## config.mk

```make
export PLATFORM = sky130hd
export DESIGN_NAME = hash_uart_streamer
export DESIGN_NICKNAME = d
export VERILOG_FILES = /design/src/rtl/hash_uart_streamer.sv
export SDC_FILE = /design/constraint.sdc
export NUM_CORES = 1
export LEC_CHECK = 0
export CAP_MARGIN = 20
export CORE_MARGIN = 3
export CORE_UTILIZATION = 25
export CTS_CLUSTER_SIZE = 10
export DETAILED_ROUTE_END_ITERATION = 6
export PLACE_DENSITY = 0.44
export SYNTH_ARGS = -nofsm -noshare
export SYNTH_HDL_FRONTEND = slang
export SYNTH_SLANG_ARGS = --single-unit
```

## constraint.sdc

```tcl
create_clock -name clk -period 5.8 [get_ports clk]
set_input_delay 1.45 -clock clk [delete_from_list [all_inputs] [get_ports clk]]
set_output_delay 1.45 -clock clk [all_outputs]
set_load 0.03 [all_outputs]
```

## src/rtl/hash_uart_streamer.sv

```systemverilog
// Serializes a latched hash digest toward the UART TX, one symbol per frame,
// optionally as lowercase hex with a CR LF trailer.
module hash_uart_streamer #(
  parameter int DIGEST_W    = 256,
  parameter int HEX_MODE    = 1,
  parameter int APPEND_CRLF = 1
) (
  input  logic                clk,
  input  logic                rst_n,
  input  logic [DIGEST_W-1:0] digest,
  input  logic                start,
  output logic                ready,
  output logic                done,
  output logic [7:0]          tx_data,
  output logic                tx_send,
  input  logic                tx_busy
);

  localparam int NDIG = (HEX_MODE != 0) ? DIGEST_W / 4 : DIGEST_W / 8;
  localparam int NSYM = NDIG + ((APPEND_CRLF != 0) ? 2 : 0);
  localparam int CW   = $clog2(NSYM + 1);
  localparam int SH   = (HEX_MODE != 0) ? 4 : 8;

  typedef enum logic [1:0] {
    IDLE,
    SEND,
    WAIT_BUSY,
    WAIT_DONE
  } state_t;

  state_t              state_q, state_d;
  logic [DIGEST_W-1:0] sh_q, sh_d;
  logic [CW-1:0]       cnt_q, cnt_d;
  logic [7:0]          dat_q, dat_d;
  logic                done_q, done_d;
  logic [DIGEST_W-1:0] sh_next;
  logic [CW-1:0]       cnt_next;

  // Symbol idx, where s already has that symbol's bits at the top
  function automatic logic [7:0] sym_f(
    input logic [DIGEST_W-1:0] s,
    input logic [CW-1:0]       idx
  );
    logic [3:0] nib;
    logic [7:0] r;
    nib = s[DIGEST_W-1 -: 4];
    if (idx < CW'(NDIG)) begin
      if (HEX_MODE != 0) begin
        r = (nib < 4'd10) ? (8'h30 + {4'h0, nib})
                          : (8'h57 + {4'h0, nib});
      end else begin
        r = s[DIGEST_W-1 -: 8];
      end
    end else if (idx == CW'(NDIG)) begin
      r = 8'h0D;
    end else begin
      r = 8'h0A;
    end
    return r;
  endfunction

  assign sh_next  = sh_q << SH;
  assign cnt_next = cnt_q + 1'b1;

  always_ff @(posedge clk or negedge rst_n) begin
    if (!rst_n) begin
      state_q <= IDLE;
      sh_q    <= '0;
      cnt_q   <= '0;
      dat_q   <= 8'h00;
      done_q  <= 1'b0;
    end else begin
      state_q <= state_d;
      sh_q    <= sh_d;
      cnt_q   <= cnt_d;
      dat_q   <= dat_d;
      done_q  <= done_d;
    end
  end

  always_comb begin
    state_d = state_q;
    sh_d    = sh_q;
    cnt_d   = cnt_q;
    dat_d   = dat_q;
    done_d  = 1'b0;
    tx_send = 1'b0;
    unique case (state_q)
      IDLE: begin
        if (start) begin
          sh_d    = digest;
          cnt_d   = '0;
          dat_d   = sym_f(digest, '0);
          state_d = SEND;
        end
      end
      SEND: begin
        if (!tx_busy) begin
          tx_send = 1'b1;
          state_d = WAIT_BUSY;
        end
      end
      WAIT_BUSY: begin
        if (tx_busy) begin
          state_d = WAIT_DONE;
        end
      end
      WAIT_DONE: begin
        if (!tx_busy) begin
          if (cnt_q == CW'(NSYM - 1)) begin
            done_d  = 1'b1;
            state_d = IDLE;
          end else begin
            cnt_d   = cnt_next;
            sh_d    = sh_next;
            dat_d   = sym_f(sh_next, cnt_next);
            state_d = SEND;
          end
        end
      end
      default: state_d = IDLE;
    endcase
  end

  assign ready   = (state_q == IDLE);
  assign done    = done_q;
  assign tx_data = dat_q;

endmodule

```

Word level (Yosys, flattened, before mapping)
Cells that the tools add are included.
{"block": "op_classes", "addsub": 5, "order_cmp": 3, "eq_ne": 10, "muxes": 27, "n_reduce_logical": 4}
{"cell": "two-way mux 252 bit", "count": 3}
{"cell": "case mux 252 bit (2 select lines)", "count": 1}
{"cell": "two-way mux 8 bit", "count": 6}
{"cell": "two-way mux 7 bit", "count": 3}
{"cell": "adder 7 x 4 -> 8 bit (first input constant)", "count": 2}
{"cell": "case mux 8 bit (2 select lines)", "count": 1}
{"cell": "adder 6 x 4 -> 7 bit (first input constant)", "count": 2}
{"cell": "equality test 7 bit (second input constant)", "count": 2}
{"cell": "case mux 7 bit (2 select lines)", "count": 1}
{"cell": "!= test 2 bit (second input constant)", "count": 5}
{"cell": "< comparator 4 bit (second input constant)", "count": 2}
{"cell": "two-way mux 2 bit", "count": 4}
{"cell": "case mux 2 bit (4 select lines)", "count": 1}
{"cell": "AND reduction 4 bit", "count": 2}
{"cell": "adder 7 x 1 -> 7 bit (second input constant)", "count": 1}
{"cell": "< comparator 7 bit (second input constant)", "count": 1}
{"cell": "two-way mux 1 bit", "count": 6}
{"cell": "equality test 2 bit (second input constant)", "count": 2}
{"cell": "two-way mux 3 bit", "count": 1}
{"cell": "equality test 2 x 1 -> 1 bit (second input constant)", "count": 1}
{"cell": "zero test 2 bit", "count": 1}
{"cell": "nonzero test 2 bit", "count": 1}
{"block": "totals", "regBits": 270, "inputBits": 260, "output_inout_bits": 11, "word_cells": 54}

Longest topological paths before layout
Gate-level depths: netlist of run 1.
{"block": "logic_depth", "depth_word": 7, "ltp_mapped": 9, "ltp_nobuf": 6}

Least setup slack after synthesis of run 1
No wires, ideal clock.
{"block": "synth_path", "path_type": "in2out", "startpoint": "input port tx_busy", "endpoint": "output port tx_send", "arrival_time_ns": 1.882, "required_ns": 4.350, "setup_slack_ns": 2.468, "path_stages": 1, "n_path_buf": 0, "path_cell_list": "nor2b_1"}
{"block": "synth_via", "elab_chain_cells": 2}
{"element": "start: declaration", "line": "16", "text": "input logic tx_busy"}
{"element": "two-way mux 1 bit", "line": "98", "text": "if (!tx_busy) begin"}
{"element": "two-way mux 1 bit", "line": "88", "text": "unique case (state_q)"}
{"element": "end: declaration", "line": "15", "text": "output logic tx_send,"}
No other way between the ends.

Worst setup path after layout of run 1
Ends and elaborated chain as after synthesis.

==> metrics.csv, run 1 <==
metric,value,unit
tightest_slew,1.02,ns
fin_ws,1.57,ns
grt_pass1_vias,9669,
grt_max_degree,160,
drv_cap,0,
top_layer,met5,
syn_nets,1507,
worst_clock_skew,0.0151,ns
synth.avg_cell_area,10.2,um2
clk_latency,0.53,ns
cts_max_path_buffers,3,
grt-ovfl-total,0,
final_cell_area,0.0171,mm2
die_h,231,um
nets,1734,
hold_buffers,0,
wl_met3,1870,um
max_stage_delay,0.68,ns
hold_violations,0,
dpl_cell_area,0.0160,mm2
grt_use_total,12.6,%
wl_met1,15400,um
synth-seq-area-share,53.1,%
antenna_left,0,
internal-power,5.63,mW
synth_warnings,0,
drc,0,
htree_levels,2,
fin_crit,4.23,ns
p_switching,3.28,mW
synth-edff-count,0,
final_layout_size_suffix_gt1_share,4.62,%
grt_pass1_wl,54000,um
p_sw_share,36.8,%
fill_cells,5044,
grt_setup_unrepaired,no,
clock_sinks,269,
synth_fa_ha_area_share,0.789,%
fmax,236,MHz
wl,33800,um
cts.clk_slew.worst_paths,0.05,ns
initial_core_util,25.6,%
worstPathArrival,2.78,ns
die_x,231,um
vias_per_cell,4.30,
power_frac_clock,24.6,%
wl_per_cell,15.7,um
die-area,0.0535,mm2
synth-simple-area-share,9.73,%
reg2reg_from,state_q[0]$_DFFE_PN0P_,
synth_ff_type,dfrtp_1,
dp.cells,2092,
synth_mux_area_share,19.8,%
slew_violations,0,
hold_class,reg2reg,
synth-seq-cells,269,
r2r_slack,2.75,ns
vdd_drop_max,0.342,mV
hold_start,sh_q[169]$_DFFE_PN0P_,
instances_no_fill,2159,
dr.pass1.iters,5,
max_slew_margin,31.9,%
synth_cells,1239,
rows,81,
post-route-period-util,73.0,%
synth_top_family_by_area,multiplexers,
post-dp-hpwl,22500,um
slowest_stage,clkdlybuf4s50_1,
cts_setup_buffers,0,
fin_tns_setup,0,ns
coreArea,0.0496,mm2
powerDensity,520,mW/mm2
io_pins,271,
wl_met2,15800,um
multiInputGateArea,0.00550,mm2
cts-root-buf,clkbuf_16,
pwr-share-comb,38.9,%
register_area,0.00673,mm2
pwr-share-seq,36.5,%
synth_xor_area_share,0.138,%
antenna_found_initial,3,
worstSetupStartpointType,primary input,
cts_tree,done,
synth_compound_area_share,12.8,%
synth_cell_types,47,
async_flop_share,100,%
place_congestion,0.717,
setup_viol,0,
cts_resized,0,
initialDrtViolationCount,505,
cts_buffers,36,
netlist_area,0.0127,mm2
cp_max_fo,5,
cp-end-kind,output pin,
io_buffers,269,
worstPathRequired,4.35,ns
cp-startpoint,tx_busy,
crit_chain,clkdlybuf4s50_1 -> nor2b_1 -> clkdlybuf4s50_1,
vias,9294,
power_leakage,7.18,nW
pre_cts_ws,1.56,ns
status,"finished, final reports clean",
cpMostUsedCell,clkdlybuf4s50_1,
area_growth_syn_to_layout,35.1,%
critPathKind,in2out,
placed cells by master, fill, tap and decap left out, types with 5 or more instances in the layout:
cell type and n:
clkbuf_8 10, dfrtp_1 269, mux2i_1 249, buf_12 6, clkbuf_1 14, buf_4 5, a21oi_1 6, o21ai_0 42
clkbuf_16 37, nor2_1 14, o21ai_1 218, ha_1 7, nand2_1 259, clkdlybuf4s50_1 268, inv_1 11
worst paths after layout:
kind | end | depth (start not counted)
max | tx_send | 3
min in group asynchronous | sh_q[224]$_DFFE_PN0P_ | 1
min reg2reg | sh_q[169]$_DFFE_PN0P_ | 2
min | sh_q[169]$_DFFE_PN0P_ | 2
max reg2reg | sh_q[156]$_DFFE_PN0P_ | 5
max in group asynchronous | sh_q[78]$_DFFE_PN0P_ | 2
power groups by stage:
stage / clock network (mW) / logic, mW / registers [mW]
after floorplan: 0 / 2.75 / 3.18
after global placement: 0 / 3.48 / 3.27
after detailed placement: 0 / 3.54 / 3.29
after CTS: 2.30 / 3.54 / 3.26
after global routing: 2.37 / 3.96 / 3.37
final: 2.20 / 3.46 / 3.25
logic make-up (layout without fill, tap and decap cells):
logic type	Yosys count	in the layout
and+or+nand+nor	304	304
AOI/OAI and AO/OA	302	302
DFF	269	269
muxes	251	251
buffers and inverters	102	356
adders and majority gates	8	8
xor gates and xnor gates	2	2
other	1	3
metrics by stage:
stage / utilization [%] / total power, mW / hold slack (ns)
after global placement: 32.2 / 6.75 / 0.465
after floorplan: - / 5.93 / 0.450
after detailed placement: 32.2 / 6.83 / 0.471
final: 34.6 / 8.91 / 0.478
after CTS: 34.6 / 9.11 / 0.483
after global routing: 34.6 / 9.70 / 0.501
state kept, by name, summed over array words and instances (netlist names):
register,flops
sh_q,252
cnt_q,7
tx_data,7
state_q,2
done,1
synth_stat cells, drive strengths merged, types with 3 or more instances:
cell | instances | area share, %
a21o | 4 | 0.24
a21oi | 6 | 0.24
a22o | 4 | 0.28
and3 | 3 | 0.15
buf | 43 | 1.9
clkbuf | 48 | 1.4
dfrtp | 269 | 53
ha | 8 | 0.79
inv | 11 | 0.33
mux2i | 249 | 20
nand2 | 259 | 7.7
nand3 | 4 | 0.16
nor2 | 14 | 0.41
nor2b | 3 | 0.15
nor3b | 3 | 0.18
nor4 | 4 | 0.20
o21a | 4 | 0.24
o21ai | 260 | 10
o22a | 3 | 0.21
o31a | 3 | 0.21
layer usage:
layer,vias to the layer above,track usage (%)
li1,4770,-
met5,-,0
met2,155,20.3
met1,4319,16.6
met3,48,3.18
met4,2,4.32
area by class of cell:
| type | instances | share of cell area (%) |
|---|---|---|
| clock inverters | 4 | 0.307 |
| inverters | 11 | 0.241 |
| flip-flops and latches | 269 | 39.3 |
| repair buffers | 280 | 16.7 |
| diodes | 2 | 0.0292 |
| multi-input cells | 868 | 32.1 |
| well taps | 664 | 4.85 |
| clock buffers | 61 | 6.51 |
critical path, delay by kind of cell:
family / cells / cell delay, ns
simple gates: 1 / 0.15
buf+inv: 2 / 1.17
Power figures use the tool's default switching activity.
==> inputs of run 2 (changes only) <==
Clock period 5.8 ns to 4.2 ns, I/O delays scaled along.
==> run 2 against run 1 <==
Compared with the run above:
- global-route usage is 0.085 points higher
- register-to-register slack worse by 1.4 ns
- clock power is 34% higher
- final cell count grew 0.14%
- total power is 38% higher
- sequential cell count unchanged
- non-clock buffer count increased by 8
- sequential power is 38% higher
- sequential share of layout area shrank 0.11 points
==> metrics.csv, run 2 (synthesized netlist as in run 1, its figures left out) <==
metric,value,unit,change
status,"finished, final reports clean",,
vias_per_cell,4.32,,+0.30%
fin_tns_setup,0,ns,unchanged
powerDensity,714,mW/mm2,+37%
instances_no_fill,2162,,+0.14%
slew_violations,0,,unchanged
initialDrtViolationCount,438,,-13%
cts_setup_buffers,0,,unchanged
cts-root-buf,clkbuf_16,,
die_h,231,um,unchanged
area_growth_syn_to_layout,35.5,%,
io_pins,271,,unchanged
post-dp-hpwl,23300,um,+3.5%
critPathKind,in2out,,
cts.clk_slew.worst_paths,0.05,ns,about the same
drc,0,,unchanged
drv_cap,0,,unchanged
io_buffers,269,,unchanged
dpl_cell_area,0.0161,mm2,+0.61%
worstPathRequired,3.15,ns,-1.20 ns
vdd_drop_max,0.430,mV,+26%
power_leakage,7.21,nW,+0.35%
fmax,291,MHz,
place_congestion,0.739,,+3.0%
clock_sinks,269,,unchanged
grt_pass1_wl,54100,um,+0.10%
hold_violations,0,,unchanged
tightest_slew,1.03,ns,+0.00668 ns
vias,9335,,+0.44%
fin_ws,0.762,ns,-0.803 ns
fin_crit,3.44,ns,
clk_latency,0.53,ns,about the same
worstPathArrival,2.39,ns,-0.39 ns
nets,1742,,+0.46%
coreArea,0.0496,mm2,unchanged
setup_viol,0,,unchanged
post-route-period-util,81.8,%,
antenna_left,0,,unchanged
cts_buffers,36,,unchanged
antenna_found_initial,3,,unchanged
cts_max_path_buffers,3,,unchanged
hold_buffers,0,,unchanged
rows,81,,unchanged
worstSetupStartpointType,primary input,,
grt_pass1_vias,9721,,+0.54%
cp-end-kind,output pin,,
final_cell_area,0.0172,mm2,+0.28%
grt_max_degree,119,,-26%
grt_setup_unrepaired,no,,
htree_levels,2,,unchanged
final_layout_size_suffix_gt1_share,4.88,%,+0.26 points
die_x,231,um,unchanged
dr.pass1.iters,4,,-1
grt_use_total,12.7,%,+0.085 points
top_register,sh_q,,
initial_core_util,25.6,%,unchanged
cts_resized,0,,unchanged
largest_reg_flops,252,,unchanged
final_common_cell,dfrtp_1,,
max_slew_margin,31.5,%,-0.45 points
grt-ovfl-total,0,,unchanged
die-area,0.0535,mm2,unchanged
most-common-layout-cells,"dfrtp_1 (269), clkdlybuf4s50_1 (268), nand2_1 (259)",,
cts_tree,done,,
dp.cells,2100,,+0.38%
pre_cts_ws,0.747,ns,-0.808 ns
wl,34200,um,+1.2%
hold_class,reg2reg,,
worst_clock_skew,0.0219,ns,+0.00683 ns
cp_max_fo,5,,unchanged
wl_per_cell,15.8,um,+1.1%
[run 2: changes by cell type in the layout (fill, tap and decap cells not counted)]
cell / previous run / this run
clkinv_2: 1 / 2
diode_2: 2 / 3
buf_12: 6 / 9
buf_4: 5 / 10
inv_6: 2 / 0
clkbuf_1: 14 / 12
clkinvlp_4: 0 / 1
bufinv_16: 1 / 2
clkbuf_8: 10 / 5
[run 2: worst paths after layout]
check | from | endpoint | slack [ns] | cells after the start
max | tx_busy | tx_send | 0.76 | 3
min | tx_data[3]$_DFFE_PN0P_ | tx_data[3]$_DFFE_PN0P_ | 0.48 | 2
max reg2reg | state_q[0]$_DFFE_PN0P_ | sh_q[195]$_DFFE_PN0P_ | 1.32 | 6
min reg2reg | tx_data[3]$_DFFE_PN0P_ | tx_data[3]$_DFFE_PN0P_ | 0.48 | 2
max in group asynchronous | rst_n | sh_q[133]$_DFFE_PN0P_ | 2.72 | 2
min in group asynchronous | rst_n | sh_q[225]$_DFFE_PN0P_ | 0.58 | 1
[run 2: worst max-delay path, stage by stage]
cell and delay (ns):
clkdlybuf4s50_1 0.50, nor2b_1 0.16, clkdlybuf4s50_1 0.68
[run 2: report_power, final]
part	switching (mW)	internal [mW]
Sequential	0.647	3.83
Clock	1.13	1.82
Combinational	2.72	2.12
Total	4.50	7.78
[run 2: metrics by stage]
step / util (%) / hold WS, ns / power (mW)
after floorplan: - / 0.450 / 8.18
after global placement: 32.4 / 0.463 / 9.40
after detailed placement: 32.4 / 0.471 / 9.51
after CTS: 34.7 / 0.484 / 12.6
after global routing: 34.7 / 0.493 / 13.4
final: 34.7 / 0.476 / 12.3
[run 2: layer usage]
layer / up-vias / global-route usage (%) / routed length (um)
met4: 2 / 4.57 / 867
li1: 4775 / - / -
met1: 4345 / 16.0 / 15200
met2: 158 / 21.0 / 16200
met3: 55 / 3.39 / 1960
met5: - / 0 / 8
[run 2: final cells by class]
class,count,area (um2)
diodes,3,7.51
fillers,5062,32400
multi-input cells,868,5500
well taps,664,831
clock inverters,5,77.6
repair buffers,288,2950
flip-flops and latches,269,6730
inverters,11,41.3
clock buffers,54,1040
==> inputs of run 3 (changes only) <==
Settings changed: PLACE_DENSITY 0.44 to 0.46.
Clock period 4.2 ns to 2.8 ns, I/O delays scaled along.
==> run 3 against run 2 <==
Compared with the run above:
- via count grew 0.54%
- sequential share of layout area grew 0.060 points
- count of clock-buffer cells in the layout shrank 5
- final cell count shrank 0.23%
- wire length shrank 0.72%
- clock power grew 45%
- largest power group unchanged
==> metrics.csv, run 3 (synthesized netlist as in run 1, its figures left out) <==
metric,value,unit,change
grt_use_total,12.7,%,-0.045 points
most-common-layout-cells,"dfrtp_1 (269), clkdlybuf4s50_1 (266), nand2_1 (259)",,
worstPathRequired,2.10,ns,-1.05 ns
status,"finished, final reports clean",,
critPathKind,reg2out,,
grt_max_degree,175,,+47%
vias_per_cell,4.35,,+0.77%
die_x,231,um,unchanged
final_layout_size_suffix_gt1_share,5.16,%,+0.28 points
cts_setup_buffers,0,,unchanged
die-area,0.0535,mm2,unchanged
drc,0,,unchanged
drv_cap,0,,unchanged
clock_sinks,269,,unchanged
rows,81,,unchanged
cts-root-buf,clkbuf_16,,
worstSetupStartpointType,flip-flop,,
io_pins,271,,unchanged
max_slew_margin,42.1,%,+11 points
vdd_drop_max,0.636,mV,+48%
fmax,393,MHz,
grt_setup_unrepaired,no,,
nets,1743,,+0.057%
cts_max_path_buffers,3,,unchanged
cp-end-kind,output pin,,
largest_reg_flops,252,,unchanged
dr.pass1.iters,4,,unchanged
grt_pass1_vias,9752,,+0.32%
grt-ovfl-total,0,,unchanged
powerDensity,1060,mW/mm2,+48%
wl,34000,um,-0.72%
cp_max_fo,6,,+1
instances_no_fill,2157,,-0.23%
fin_crit,2.54,ns,
setup_viol,0,,unchanged
htree_levels,2,,unchanged
cts_tree,done,,
antenna_found_initial,0,,-3
fill_cells,5025,,-0.73%
final_util,34.6,%,-0.053 points
wl_per_cell,15.8,um,-0.49%
hold_violations,0,,unchanged
tightest_slew,0.865,ns,-0.163 ns
worstPathArrival,1.84,ns,-0.55 ns
top_register,sh_q,,
io_buffers,269,,unchanged
initialDrtViolationCount,485,,+11%
hold_class,in2async,,
post-dp-hpwl,23200,um,-0.37%
coreArea,0.0496,mm2,unchanged
fin_tns_setup,0,ns,unchanged
cts.clk_slew.worst_paths,0.05,ns,about the same
hold_buffers,0,,unchanged
final_common_cell,dfrtp_1,,
post-route-period-util,90.9,%,
grt_pass1_wl,54100,um,about the same
dp.cells,2102,,+0.095%
slew_violations,0,,unchanged
area_growth_syn_to_layout,35.3,%,
worst_clock_skew,0.0242,ns,+0.00234 ns
power_leakage,7.20,nW,about the same
cts_buffers,35,,-2.8%
clk_latency,0.54,ns,about the same
initial_core_util,25.6,%,unchanged
vias,9385,,+0.54%
place_congestion,0.723,,-2.1%
antenna_left,0,,unchanged
r2r_slack,0.33,ns,-0.99 ns
die_h,231,um,unchanged
[run 3: metrics by stage]
stage                     worst slack (ns)  hold slack (ns)  power [mW]  cell area, um2
final                                0.256            0.197        18.2           17200
after global routing                 0.131            0.220        19.8           17200
after CTS                            0.215            0.197        18.6           17200
after detailed placement             0.118            0.471        14.2           16100
after global placement               0.173            0.463        14.0           16100
after floorplan                      0.654            0.404        12.3           12700
[run 3: where the power goes]
part	switching (mW)	internal [mW]	total (mW)
clock network	1.69	2.58	4.28
logic	4.09	3.10	7.19
registers	0.980	5.75	6.73
[run 3: worst max-delay path, cell delays in order, from the launching register on]
cell and delay, ns:
dfrtp_1 0.46, inv_1 0.12, ha_1 0.26, dlygate4sd2_1 0.48
[run 3: final cells by class]
class | instances | area [um2] | share of cell area, %
Sequential cell | 269 | 6730 | 39.2
Multi-Input combinational cell | 868 | 5500 | 32.1
Timing Repair Buffer | 290 | 2980 | 17.3
Clock buffer | 49 | 1010 | 5.88
Tap cell | 664 | 831 | 4.84
Clock inverter | 5 | 63.8 | 0.372
Inverter | 11 | 41.3 | 0.241
Antenna cell | 1 | 2.50 | 0.0146
[run 3: worst paths after layout]
kind	end	from	cells after the start
setup / recovery	ready	state_q[0]$_DFFE_PN0P_	3
hold / removal	sh_q[225]$_DFFE_PN0P_	rst_n	1
setup reg to reg	sh_q[80]$_DFFE_PN0P_	state_q[0]$_DFFE_PN0P_	7
hold reg to reg	sh_q[172]$_DFFE_PN0P_	sh_q[172]$_DFFE_PN0P_	2
max in group asynchronous	sh_q[179]$_DFFE_PN0P_	rst_n	2
min in group clk	sh_q[172]$_DFFE_PN0P_	sh_q[172]$_DFFE_PN0P_	2
[run 3: per-layer routing]
layer	wire length (um)	vias to the layer above	track usage, %
met3	1710	44	3.09
met4	682	0	3.41
li1	-	4776	-
met2	15400	180	20.1
met1	16200	4385	17.4
met5	0	-	0
[run 3: repair_timing]
action | CTS | global route
endpoints found under the setup margin | 1 | 0
endpoints found under the hold margin | 0 | 0
gates resized for setup | 1 | 0
